<file path="src/rtl/fetch_unit_if.sv">
// Fetch-unit bus bundle: instruction-memory req/gnt/rvalid, redirect input and decode-side output.
// master = fetch unit, slave = memory/decode/branch environment.
interface fetch_unit_if;
    logic        imem_req;
    logic [31:0] imem_addr;
    logic        imem_gnt;
    logic        imem_rvalid;
    logic [31:0] imem_rdata;
    logic        redirect_valid;
    logic [31:0] redirect_pc;
    logic        inst_valid;
    logic        inst_ready;
    logic [31:0] inst;
    logic [31:0] inst_pc;
    logic [6:0]  opcode;
    logic [2:0]  funct3;
    logic [6:0]  funct7;
    logic        misalign;

    modport master (
        output imem_req, imem_addr,
        input  imem_gnt, imem_rvalid, imem_rdata,
        input  redirect_valid, redirect_pc,
        output inst_valid, inst, inst_pc, opcode, funct3, funct7, misalign,
        input  inst_ready
    );

    modport slave (
        input  imem_req, imem_addr,
        output imem_gnt, imem_rvalid, imem_rdata,
        output redirect_valid, redirect_pc,
        input  inst_valid, inst, inst_pc, opcode, funct3, funct7, misalign,
        output inst_ready
    );
endinterface

</file>
<file path="src/rtl/fetch_unit.sv">
// Instruction fetch: PC, single-outstanding imem fetch, small instruction FIFO, redirect flush.
// FETCH_MISALIGN_CHECK_EN: misaligned redirect halts fetch and raises misalign; otherwise low bits are dropped.
module fetch_unit #(
    parameter logic [31:0] RESET_PC   = 32'h0000_0000,
    parameter int          FIFO_DEPTH = 2
) (
    input logic       clk,
    input logic       rst,
    fetch_unit_if.master bus
);
    localparam int PW = $clog2(FIFO_DEPTH);
    localparam int CW = PW + 1;
    localparam logic [CW-1:0] DEPTH_C = CW'(FIFO_DEPTH);

    typedef enum logic [1:0] {REQ, WAIT, DROP, HALT} state_t;

    state_t                         state, state_n;
    logic [31:0]                    fetch_pc, fetch_pc_n, pend_pc;
    logic [FIFO_DEPTH-1:0][31:0]    fifo_inst, fifo_pc;
    logic [PW-1:0]                  rd_ptr, wr_ptr;
    logic [CW-1:0]                  count;
    logic                           fire, push, pop, busy, out_after;
    logic                           stale, stale_n, bad_tgt;
    logic [31:0]                    tgt, head_inst, head_pc;

`ifdef FETCH_MISALIGN_CHECK_EN
    assign tgt     = bus.redirect_pc;
    assign bad_tgt = bus.redirect_pc[1:0] != 2'b00;
`else
    assign tgt     = {bus.redirect_pc[31:2], 2'b00};
    assign bad_tgt = 1'b0;
`endif

    // Credit: never ask for more words than the FIFO can hold.
    assign bus.imem_req  = !rst && (state == REQ) && (count < DEPTH_C);
    assign bus.imem_addr = fetch_pc;
    assign fire          = bus.imem_req && bus.imem_gnt;
    assign bus.inst_valid = count != '0;
    assign pop           = bus.inst_valid && bus.inst_ready;
    assign push          = (state == WAIT) && bus.imem_rvalid && !bus.redirect_valid;
    // A response is still owed to us after this cycle.
    assign busy          = (state == WAIT) || (state == DROP) || stale;
    assign out_after     = fire || (busy && !bus.imem_rvalid);

    always_comb begin
        state_n    = state;
        stale_n    = stale;
        fetch_pc_n = fetch_pc;
        unique case (state)
            REQ:       if (fire) state_n = WAIT;
            WAIT, DROP: if (bus.imem_rvalid) state_n = REQ;
            HALT:      if (bus.imem_rvalid) stale_n = 1'b0;
        endcase
        if (fire) fetch_pc_n = fetch_pc + 32'd4;
        if (bus.redirect_valid) begin
            fetch_pc_n = tgt;
            if (bad_tgt) begin
                state_n = HALT;
                stale_n = out_after;
            end else begin
                state_n = out_after ? DROP : REQ;
                stale_n = 1'b0;
            end
        end
    end

    always_ff @(posedge clk) begin
        if (rst) begin
            state    <= REQ;
            fetch_pc <= RESET_PC;
            pend_pc  <= '0;
            stale    <= 1'b0;
            rd_ptr   <= '0;
            wr_ptr   <= '0;
            count    <= '0;
        end else begin
            state    <= state_n;
            fetch_pc <= fetch_pc_n;
            stale    <= stale_n;
            if (fire) pend_pc <= fetch_pc;
            if (bus.redirect_valid) begin
                rd_ptr <= '0;
                wr_ptr <= '0;
                count  <= '0;
            end else begin
                if (push) wr_ptr <= wr_ptr + PW'(1);
                if (pop)  rd_ptr <= rd_ptr + PW'(1);
                count <= count + CW'(push) - CW'(pop);
            end
        end
    end

    always_ff @(posedge clk) begin
        if (push) begin
            fifo_inst[wr_ptr] <= bus.imem_rdata;
            fifo_pc[wr_ptr]   <= pend_pc;
        end
    end

    assign head_inst   = bus.inst_valid ? fifo_inst[rd_ptr] : '0;
    assign head_pc     = bus.inst_valid ? fifo_pc[rd_ptr]   : '0;
    assign bus.inst    = head_inst;
    assign bus.inst_pc = head_pc;
    assign bus.opcode  = head_inst[6:0];
    assign bus.funct3  = head_inst[14:12];
    assign bus.funct7  = head_inst[31:25];

`ifdef FETCH_MISALIGN_CHECK_EN
    logic mis_q;
    always_ff @(posedge clk) begin
        if (rst)                     mis_q <= 1'b0;
        else if (bus.redirect_valid) mis_q <= bad_tgt;
    end
    assign bus.misalign = mis_q;
`else
    assign bus.misalign = 1'b0;
`endif
endmodule

</file>
<file path="src/flat_wrapper.sv">
// flat-port wrapper written by rule: the top's interface ports become plain ports
module fetch_unit_flat 
#(
    parameter logic [31:0] RESET_PC   = 32'h0000_0000,
    parameter int          FIFO_DEPTH = 2
)
  (clk, rst, bus_imem_req, bus_imem_addr, bus_imem_gnt, bus_imem_rvalid, bus_imem_rdata, bus_redirect_valid, bus_redirect_pc, bus_inst_valid, bus_inst, bus_inst_pc, bus_opcode, bus_funct3, bus_funct7, bus_misalign, bus_inst_ready);
  fetch_unit_if bus_i ();
  input logic clk;
  input logic rst;
  output wire logic [$bits(bus_i.imem_req)-1:0] bus_imem_req;
  output wire logic [$bits(bus_i.imem_addr)-1:0] bus_imem_addr;
  input wire logic [$bits(bus_i.imem_gnt)-1:0] bus_imem_gnt;
  input wire logic [$bits(bus_i.imem_rvalid)-1:0] bus_imem_rvalid;
  input wire logic [$bits(bus_i.imem_rdata)-1:0] bus_imem_rdata;
  input wire logic [$bits(bus_i.redirect_valid)-1:0] bus_redirect_valid;
  input wire logic [$bits(bus_i.redirect_pc)-1:0] bus_redirect_pc;
  output wire logic [$bits(bus_i.inst_valid)-1:0] bus_inst_valid;
  output wire logic [$bits(bus_i.inst)-1:0] bus_inst;
  output wire logic [$bits(bus_i.inst_pc)-1:0] bus_inst_pc;
  output wire logic [$bits(bus_i.opcode)-1:0] bus_opcode;
  output wire logic [$bits(bus_i.funct3)-1:0] bus_funct3;
  output wire logic [$bits(bus_i.funct7)-1:0] bus_funct7;
  output wire logic [$bits(bus_i.misalign)-1:0] bus_misalign;
  input wire logic [$bits(bus_i.inst_ready)-1:0] bus_inst_ready;
  assign bus_imem_req = bus_i.imem_req;
  assign bus_imem_addr = bus_i.imem_addr;
  assign bus_i.imem_gnt = bus_imem_gnt;
  assign bus_i.imem_rvalid = bus_imem_rvalid;
  assign bus_i.imem_rdata = bus_imem_rdata;
  assign bus_i.redirect_valid = bus_redirect_valid;
  assign bus_i.redirect_pc = bus_redirect_pc;
  assign bus_inst_valid = bus_i.inst_valid;
  assign bus_inst = bus_i.inst;
  assign bus_inst_pc = bus_i.inst_pc;
  assign bus_opcode = bus_i.opcode;
  assign bus_funct3 = bus_i.funct3;
  assign bus_funct7 = bus_i.funct7;
  assign bus_misalign = bus_i.misalign;
  assign bus_i.inst_ready = bus_inst_ready;
  fetch_unit #(.RESET_PC(RESET_PC), .FIFO_DEPTH(FIFO_DEPTH)) u_core (.clk(clk), .rst(rst), .bus(bus_i));
endmodule
</file>
<file path="config.mk">
export PLATFORM = sky130hd
export DESIGN_NAME = fetch_unit_flat
export DESIGN_NICKNAME = d
export VERILOG_FILES = /design/src/rtl/fetch_unit_if.sv /design/src/rtl/fetch_unit.sv /design/src/flat_wrapper.sv
export SDC_FILE = /design/constraint.sdc
export NUM_CORES = 1
export LEC_CHECK = 0
export ABC_CLOCK_PERIOD_IN_PS = 7650
export CAP_MARGIN = 10
export CORE_ASPECT_RATIO = 1.25
export CORE_MARGIN = 2
export CORE_UTILIZATION = 45
export DETAILED_ROUTE_END_ITERATION = 8
export PLACE_DENSITY = 0.76
export SETUP_SLACK_MARGIN = 0.5
export SLEW_MARGIN = 20
export SYNTH_ARGS = -nofsm -noshare
export SYNTH_HDL_FRONTEND = slang
export SYNTH_SLANG_ARGS = --single-unit
</file>
<file path="constraint.sdc">
create_clock -name clk -period 7.65 [get_ports clk]
set_input_delay 2.295 -clock clk [delete_from_list [all_inputs] [get_ports clk]]
set_output_delay 2.295 -clock clk [all_outputs]
set_load 0.05 [all_outputs]
</file>
## After elaboration in Yosys (flattened, before gate mapping)

Cells that the tools add are included.

- Reduce and logical (&&, ||, !) cells: 20
- Muxes and demuxes: 17
- Order comparisons: 4
- Equality and inequality tests: 4
- Add/sub/neg operators: 5

Operators by type and width:

| kind | number |
|---|---|
| $mux 32 | 9 |
| $bwmux 64 | 2 |
| $add 32x3->32 const B | 1 |
| $demux 32 s1 | 1 |
| $logic_and 1x1->1 | 8 |
| $mux 2 | 4 |
| $lt 1x2->1 const B | 2 |
| $pmux 2 s2 | 1 |
| $reduce_bool 2->1 | 2 |
| $reduce_or 2->1 | 2 |
| $logic_not 1->1 | 3 |
| $ne 3x2->1 const B | 1 |
| $ne 3x3->1 const B | 1 |
| $reduce_and 3->1 | 1 |
| $reduce_bool 3->1 | 1 |
| $add 1x1->1 const B | 2 |
| $add 2x1->2 | 1 |
| $eq 2x1->1 const B | 1 |
| $eq 2x2->1 const B | 1 |
| $logic_not 2->1 | 1 |
| $logic_or 1x1->1 | 2 |
| $lt 2x2->1 const B | 1 |
| $sub 2x1->2 | 1 |
| $ge 1x1->1 const B | 1 |

- Output and inout port bits: 116
- Logic and storage cells: 61
- Bits in registers: 198
- Input bits: 70

## Logic depth before layout (Yosys ltp)

Gate-level depths: netlist (run 1).

- Word-level depth: 7
- Depth in mapped cells: 9
- Depth with buffers taken out: 9

## Worst setup path after synthesis (run 1)

No wires, ideal clock.

- Path kind: input to register
- Start: in bus_redirect_valid
- End: reg u_core.fifo_inst[0] in the netlist's numbering, enable pin
- Setup slack: -0.055 ns
- Required time: 7.092 ns
- Data arrival time: 7.147 ns
- Stages on the path: 4
- Setup time: 0.558 ns
- Buffers on the path: 3
- Cells stage by stage: clkbuf_1 clkbuf_1 clkbuf_1 nor3_1

- Cells in the longest elaborated chain, start to end: 2

RTL lines:

| item | line | RTL |
|---|---|---|
| from (decl) | flat_wrapper.sv:16 | `input wire logic [$bits(bus_i.redirect_valid)-1:0] bus_redirect_valid;` |
| $logic_not 1->1 | fetch_unit.sv:40 | `assign push = (state == WAIT) && bus.imem_rvalid && !bus.redirect_valid;` |
| $logic_and 1x1->1 | fetch_unit.sv:40 |  |
| to (signal, indexed assignment) | fetch_unit.sv:95 | `fifo_inst[wr_ptr] <= bus.imem_rdata;` |
| to (decl) | fetch_unit.sv:19 | `logic [FIFO_DEPTH-1:0][31:0] fifo_inst, fifo_pc;` |

Every way passes these cells.
A chain may end at the register's enable or synchronous reset.

## Final worst setup path (run 1)

- Start: in rst
- End: out bus_imem_req

- Cells in the longest elaborated chain, start to end: 3

RTL lines:

| item | line | RTL |
|---|---|---|
| from (decl) | flat_wrapper.sv:10 | `input logic rst;` |
| $logic_not 1->1 | fetch_unit.sv:35 | `assign bus.imem_req = !rst && (state == REQ) && (count < DEPTH_C);` |
| $logic_and 1x1->1 (2 in series) | fetch_unit.sv:35 |  |
| to (decl) | flat_wrapper.sv:11 | `output wire logic [$bits(bus_i.imem_req)-1:0] bus_imem_req;` |

Every way passes these cells.

==> qor.tcl, run 1 <==
set qor(num-nets-final) 915
set qor(finalHoldViolations) 0
set qor(routedWlPerCell_um) 16.6
set qor(gp_congestion) 0.754
set qor(cts_root_buffer) {clkbuf_16}
set qor(critical_path_arrival_ns) 3.55
set qor(outcome) {completed}
set qor(firstDrtPassIters) 7
set qor(io_buffers) 178
set qor(grt_pass1_wl_mm) 28.3
set qor(grt_max_degree) 72
set qor(drt_iter0_markers) 369
set qor(postCtsSetupBuffers) 0
set qor(core.rowCount) 54
set qor(power.leakage_nw) 3.45
set qor(cts_made_buffers) 17
set qor(chipHeight_um) 153
set qor(synth-seq-area-share_pct) 62.9
set qor(synth_edf_count) 124
set qor(skew_ns) 0.00786
set qor(dpl.cell_count) 1045
set qor(max_freq_mhz) 171
set qor(synth-seq-cells) 190
set qor(rsz0062_at_grt) {false}
set qor(initial_utilization_pct) 46.0
set qor(mean_cell_area_of_the_mapped_netlist_sq_um) 11.5
set qor(antenna_cells) 0
set qor(cts.sinks) 190
set qor(detail_route.vias_per_cell) 5.30
set qor(synth-warning-count) 0
set qor(hold_buffers) 0
set qor(finalNonFillerCells) 1077
set qor(clkTransAtPathRegs_ns) 0.07
set qor(clk_latency_ns) 0.42
set qor(post_synth_instance_area_sq_um) 8020
set qor(power_density_nw_per_um2) 209
set qor(final_core_utilization_pct) 60.0
set qor(final_layout_size_suffix_gt1_share_pct) 6.21
set qor(max_cap_violations) 0
set qor(antenna_found_initial) 0
set qor(grt_overflow) 0
set qor(drt_drc_violations_left) 0
set qor(timing.final.setup_violations) 0
set qor(final-max-slew-violation-count) 0
set qor(area_added_between_synthesis_and_finish_pct) 30.4
set qor(cts.htree.levels) 4
set qor(worstPathRequired_ns) 5.36
set qor(timing.setup.tns_ns) 0
set qor(worst_voltage_drop_across_the_vdd_grid_v) 0.000138
set qor(reg2reg_slack_ns) 5.12
set qor(core_region_area_sq_um) 17400
set qor(place_hpwl_mm) 11.8
set qor(post-route-min-period_ns) 5.84
set qor(tightest_slew_ns) 0.879
set qor(synthDistinctLibCells) 50
set qor(synthCells) 696
set qor(clock_tree_buf_depth) 2
set qor(largest_fanout_on_the_critical_path) 2
set qor(holdCritPathClass) {register to register}
set qor(period_share_pct) 76.4
set qor(grt_pass1_vias) 5579
set qor(drt.antenna.violating_nets) 0
set qor(via_count) 5708
set qor(totalWireLength_mm) 17.8
set qor(end_kind) {output port}
set qor(slew_headroom_pct) 41.4
set qor(die_x_um) 123
set qor(cts_tree) {built}
set qor(track_usage_pct) 19.2
set qor(ioPinCount) 186
set qor(worst_setup_path_class) {input port to output port}
set qor(most_instantiated_flip_flop_cell_in_the_synthesis_netlist) {edfxtp_1}
set qor(die_area_sq_um) 18900
set qor(cts-resized-gates) 0
set qor(crit_start_category) {input port}
set qor(async_flop_share_pct) 0
## cell families after synthesis
family	after synthesis	synth area share, %
and+or+nand+nor	256	15.1
other	1	0.0468
xor gates and xnor gates	12	1.31
buffers and inverters	85	5.06
DFF	190	62.9
adders and majority gates	5	0.780
AOI/OAI and AO/OA	85	7.10
muxes	62	7.74
## sequential cells by signal, summed over array words and instances, names as in the netlist
signal and count:
u_core.wr_ptr 1, u_core.state 2, u_core.fifo_pc 60, u_core.count 2, u_core.fifo_inst 64, u_core.rd_ptr 1
u_core.pend_pc 30, u_core.bus.imem_addr 30
## placed cells by master (no fill, tap or decap), drive strengths merged, types with 5 or more instances in the layout
cell type / synthesis / final
clkbuf: 28 / 19
nand2: 79 / 79
nor2: 93 / 93
inv: 18 / 27
nor2b: 5 / 5
a2111oi: 9 / 9
a311oi: 11 / 11
nor3: 8 / 8
dfxtp: 66 / 66
mux2i: 62 / 62
nand4: 12 / 12
o21ai: 5 / 5
nor4b: 5 / 5
nand3: 8 / 8
buf: 38 / 10
clkdlybuf4s50: 0 / 177
edfxtp: 124 / 124
ha: 5 / 5
a21oi: 35 / 35
or4: 6 / 6
and2: 5 / 5
conb: 1 / 5
and4: 5 / 5
a211oi: 10 / 10
xnor2: 8 / 8
and3: 12 / 12
## worst max-delay path, stage by stage
cell and delay (ns):
buf_2 0.12, nor3_1 0.26, clkdlybuf4s50_1 0.88
## per-layer routing
metal | GRT usage, % | wire (um) | part of all wire (%)
met1 | 23.4 | 7230 | 41
met2 | 33.6 | 9190 | 52
met3 | 3.36 | 1090 | 6.1
met4 | 7.14 | 326 | 1.8
met5 | 0 | 0 | 0
## stage by stage
step	cell area (sq um)	setup WS, ns	hold slack [ns]	power, mW
floorplan	8040	1.45	0.425	1.27
global placement	9850	1.75	0.431	1.35
detailed placement	9880	1.76	0.438	1.36
CTS	10500	1.76	0.454	2.21
global route	10500	1.77	0.468	2.27
finish	10500	1.81	0.451	2.19
## worst paths after layout
path | depth (start not counted) | from | end
setup reg to reg | 7 | u_core.state[0] | u_core.bus.imem_addr[13]
hold reg to reg | 0 | u_core.pend_pc[25] | u_core.fifo_pc[25]
setup / recovery | 3 | rst | bus_imem_req
hold / removal | 0 | u_core.pend_pc[25] | u_core.fifo_pc[25]
## power by group
part / switching (mW) / internal (mW)
combinational: 0.118 / 0.0785
sequential: 0.0264 / 1.11
clock: 0.394 / 0.456
## cell type report
class | count | area (sq um)
well taps | 224 | 280
clock inverters | 13 | 114
clock buffers | 19 | 464
flip-flops and latches | 190 | 5050
inverters | 19 | 71.3
fillers | 1428 | 6980
multi-input cells | 425 | 2610
repair buffers | 187 | 1860
## cells in the mapped netlist (all sizes together), types with 2 or more instances
| cell type | count | area share [%] |
|---|---|---|
| a31oi | 2 | 0.16 |
| ha | 5 | 0.78 |
| or3 | 2 | 0.16 |
| nor4b | 5 | 0.55 |
| buf | 38 | 2.9 |
| nand2 | 79 | 3.7 |
| a211oi | 10 | 0.94 |
| edfxtp | 124 | 46 |
| o31ai | 4 | 0.37 |
| or2 | 3 | 0.23 |
| nand2b | 2 | 0.16 |
| or4 | 6 | 0.56 |
| o21ai | 5 | 0.31 |
| and2 | 5 | 0.39 |
| xnor2 | 8 | 0.87 |
| nor3b | 2 | 0.19 |
| xor2 | 4 | 0.44 |
| nand4 | 12 | 0.94 |
| mux2i | 62 | 7.7 |
| clkbuf | 28 | 1.3 |
| and3 | 12 | 0.94 |
| dfxtp | 66 | 16 |
| nor3 | 8 | 0.50 |
| and4 | 5 | 0.55 |
| a311oi | 11 | 1.2 |
| a21oi | 35 | 2.2 |
| nand3 | 8 | 0.56 |
| a2111oi | 9 | 0.98 |
| nor4 | 4 | 0.31 |
| inv | 18 | 0.84 |
| nor2 | 93 | 4.4 |
| a221oi | 2 | 0.22 |
| nor2b | 5 | 0.39 |
(Power assumes the default switching activity.)
==> run 2: changes to the inputs <==
Settings changed: ABC_CLOCK_PERIOD_IN_PS 7650 to 4800.
Clock period 7.65 ns to 4.8 ns, I/O delays scaled along.
==> qor.tcl, run 2 (same netlist as run 1, synthesis figures left out) <==
set qor(outcome) {completed} ;# unchanged
set qor(power_density_nw_per_um2) 334 ;# was 209 nW/um^2
set qor(hold_buffers) 0 ;# unchanged
set qor(cp_slowest_cell) {clkdlybuf4s50_1} ;# unchanged
set qor(power.sequential.fraction_pct) 51.8 ;# was 52.1%
set qor(holdCritPathClass) {register to register} ;# unchanged
set qor(max_freq_mhz) 248
set qor(worstPathRequired_ns) 3.36 ;# was 5.36 ns
set qor(final-max-slew-violation-count) 0 ;# unchanged
set qor(track_usage_pct) 20.2 ;# was 19.2%
set qor(routedWlPerCell_um) 17.0 ;# was 16.6 um
set qor(rsz0062_at_grt) {false} ;# unchanged
set qor(grt_overflow) 0 ;# unchanged
set qor(clock_tree_buf_depth) 2 ;# unchanged
set qor(setup_ws_ns) 0.764 ;# was 1.81 ns
set qor(antenna_found_initial) 0 ;# unchanged
set qor(finalHoldViolations) 0 ;# unchanged
set qor(critical_path_arrival_ns) 2.60 ;# was 3.55 ns
set qor(p_int_mw) 2.64 ;# was 1.65 mW
set qor(finalNonFillerCells) 1083 ;# was 1077
set qor(postCtsSetupBuffers) 0 ;# unchanged
set qor(timing.final.setup_violations) 0 ;# unchanged
set qor(crit_chain) {buf_2 > nor3_2 > clkdlybuf4s50_1} ;# was buf_2 > nor3_1 > clkdlybuf4s50_1
set qor(via_count) 5729 ;# was 5708
set qor(crit_start_category) {input port} ;# unchanged
set qor(max_stage_delay_ns) 0.85 ;# was 0.88 ns
set qor(grt_pass1_vias) 5740 ;# was 5579
set qor(fin_area_sq_um) 10500 ;# about the same
set qor(period_share_pct) 84.1
set qor(power.share.clock_pct) 39.1 ;# was 38.9%
set qor(slew_headroom_pct) 40.2 ;# was 41.4%
set qor(core.rowCount) 54 ;# unchanged
set qor(cts-resized-gates) 0 ;# unchanged
set qor(top_register) {u_core.fifo_inst} ;# unchanged
set qor(final_layout_size_suffix_gt1_share_pct) 6.75 ;# was 6.21%
set qor(final_common_cell) {clkdlybuf4s50_1} ;# unchanged
set qor(cts_tree) {built} ;# unchanged
set qor(ff2ff_path_depth) 4 ;# was 7
set qor(dpl.cell_count) 1051 ;# was 1045
set qor(power.leakage_nw) 3.48 ;# was 3.45 nW
set qor(hold_path_depth) 0 ;# unchanged
set qor(fin_worst_hold_slack_ns) 0.452 ;# was 0.451 ns
set qor(clkTransAtPathRegs_ns) 0.07 ;# about the same
set qor(max_cap_violations) 0 ;# unchanged
set qor(grt_pass1_wl_mm) 29.5 ;# was 28.3 mm
set qor(chipHeight_um) 153 ;# unchanged
set qor(power.combinational.fraction_pct) 9.1 ;# was 9.0%
set qor(seq_area_sq_um) 5050 ;# unchanged
set qor(end_kind) {output port} ;# unchanged
set qor(totalWireLength_mm) 18.5 ;# was 17.8 mm
set qor(cts.sinks) 190 ;# unchanged
set qor(largest_fanout_on_the_critical_path) 2 ;# unchanged
set qor(final_core_utilization_pct) 60.2 ;# was 60.0%
set qor(firstDrtPassIters) 4 ;# was 7
set qor(worst_voltage_drop_across_the_vdd_grid_v) 0.000213 ;# was 0.000138 V
set qor(finalPower_mw) 3.50 ;# was 2.19 mW
set qor(cts_made_buffers) 17 ;# unchanged
set qor(num-nets-final) 921 ;# was 915
set qor(tightest_slew_ns) 0.896 ;# was 0.879 ns
set qor(initial_utilization_pct) 46.0 ;# unchanged
set qor(area_added_between_synthesis_and_finish_pct) 30.9 ;# was 30.4%
set qor(antenna_cells) 0 ;# unchanged
set qor(post-route-min-period_ns) 4.04
set qor(cts_root_buffer) {clkbuf_16} ;# unchanged
set qor(cts.htree.levels) 4 ;# unchanged
set qor(swShare_pct) 24.7 ;# about the same
set qor(timing.setup.tns_ns) 0 ;# unchanged
set qor(fillers) 1447 ;# was 1428
set qor(die_x_um) 123 ;# unchanged
set qor(detail_route.vias_per_cell) 5.29 ;# was 5.30
set qor(detailedPlace.worstSlack_ns) 0.730 ;# was 1.76 ns
set qor(gp_congestion) 0.798 ;# was 0.754
set qor(die_area_sq_um) 18900 ;# unchanged
set qor(drt.antenna.violating_nets) 0 ;# unchanged
set qor(grt_max_degree) 72 ;# unchanged
set qor(io_buffers) 178 ;# unchanged
set qor(core_region_area_sq_um) 17400 ;# unchanged
set qor(switchingPower_mw) 0.864 ;# was 0.539 mW
set qor(largest_register_ff_count) 64 ;# unchanged
set qor(place_hpwl_mm) 12.4 ;# was 11.8 mm
set qor(area_taken_by_multi_input_logic_gates_sq_um) 2620 ;# was 2610 sq um
set qor(worst_setup_path_class) {input port to output port} ;# unchanged
set qor(postPlaceCellArea_sq_um) 9920 ;# was 9880 sq um
set qor(clk_latency_ns) 0.42 ;# about the same
set qor(layout_common_cells) {clkdlybuf4s50_1, edfxtp_1, nor2_1} ;# unchanged
set qor(skew_ns) 0.00786 ;# about the same
set qor(drt_iter0_markers) 501 ;# was 369
set qor(reg_top3) {u_core.fifo_inst x64, u_core.fifo_pc x60} ;# unchanged
set qor(ioPinCount) 186 ;# unchanged
set qor(drt_drc_violations_left) 0 ;# unchanged
[run 2: critical path: cells and delay by family]
family	cells	cell delay (ns)
buffers and inverters	2	0.97
AND/OR/NAND/NOR	1	0.19
[run 2: layout make-up]
| type | instances | area share [%] |
|---|---|---|
| tap | 224 | 2.67 |
| clock inverter | 11 | 0.918 |
| inverter | 19 | 0.679 |
| sequential | 190 | 48.1 |
| multi-input combinational | 425 | 24.9 |
| clock buffer | 21 | 4.59 |
| timing repair buffer | 193 | 18.1 |
[run 2: power groups by stage]
stage                     clock network [mW]  logic (mW)  registers, mW
after floorplan                            0       0.128           1.90
after global placement                     0       0.313           1.85
after detailed placement                   0       0.319           1.85
after CTS                               1.40       0.320           1.81
after global routing                    1.48       0.343           1.82
final                                   1.37       0.319           1.81
[run 2: path summary, 6_finish.rpt]
kind,slack [ns],from,to
max,0.76,rst,bus_imem_req
min,0.45,u_core.pend_pc[5],u_core.fifo_pc[37]
max reg2reg,2.34,u_core.bus.imem_addr[4],u_core.bus.imem_addr[24]
min reg2reg,0.45,u_core.pend_pc[5],u_core.fifo_pc[37]
[run 2: routing by layer]
layer | global-route usage (%) | wire length (um) | vias to the layer above
li1 | - | - | 2777
met1 | 24.4 | 7340 | 2732
met2 | 34.3 | 9670 | 187
met3 | 4.22 | 974 | 33
met4 | 8.77 | 476 | 0
met5 | 0 | 0 | -
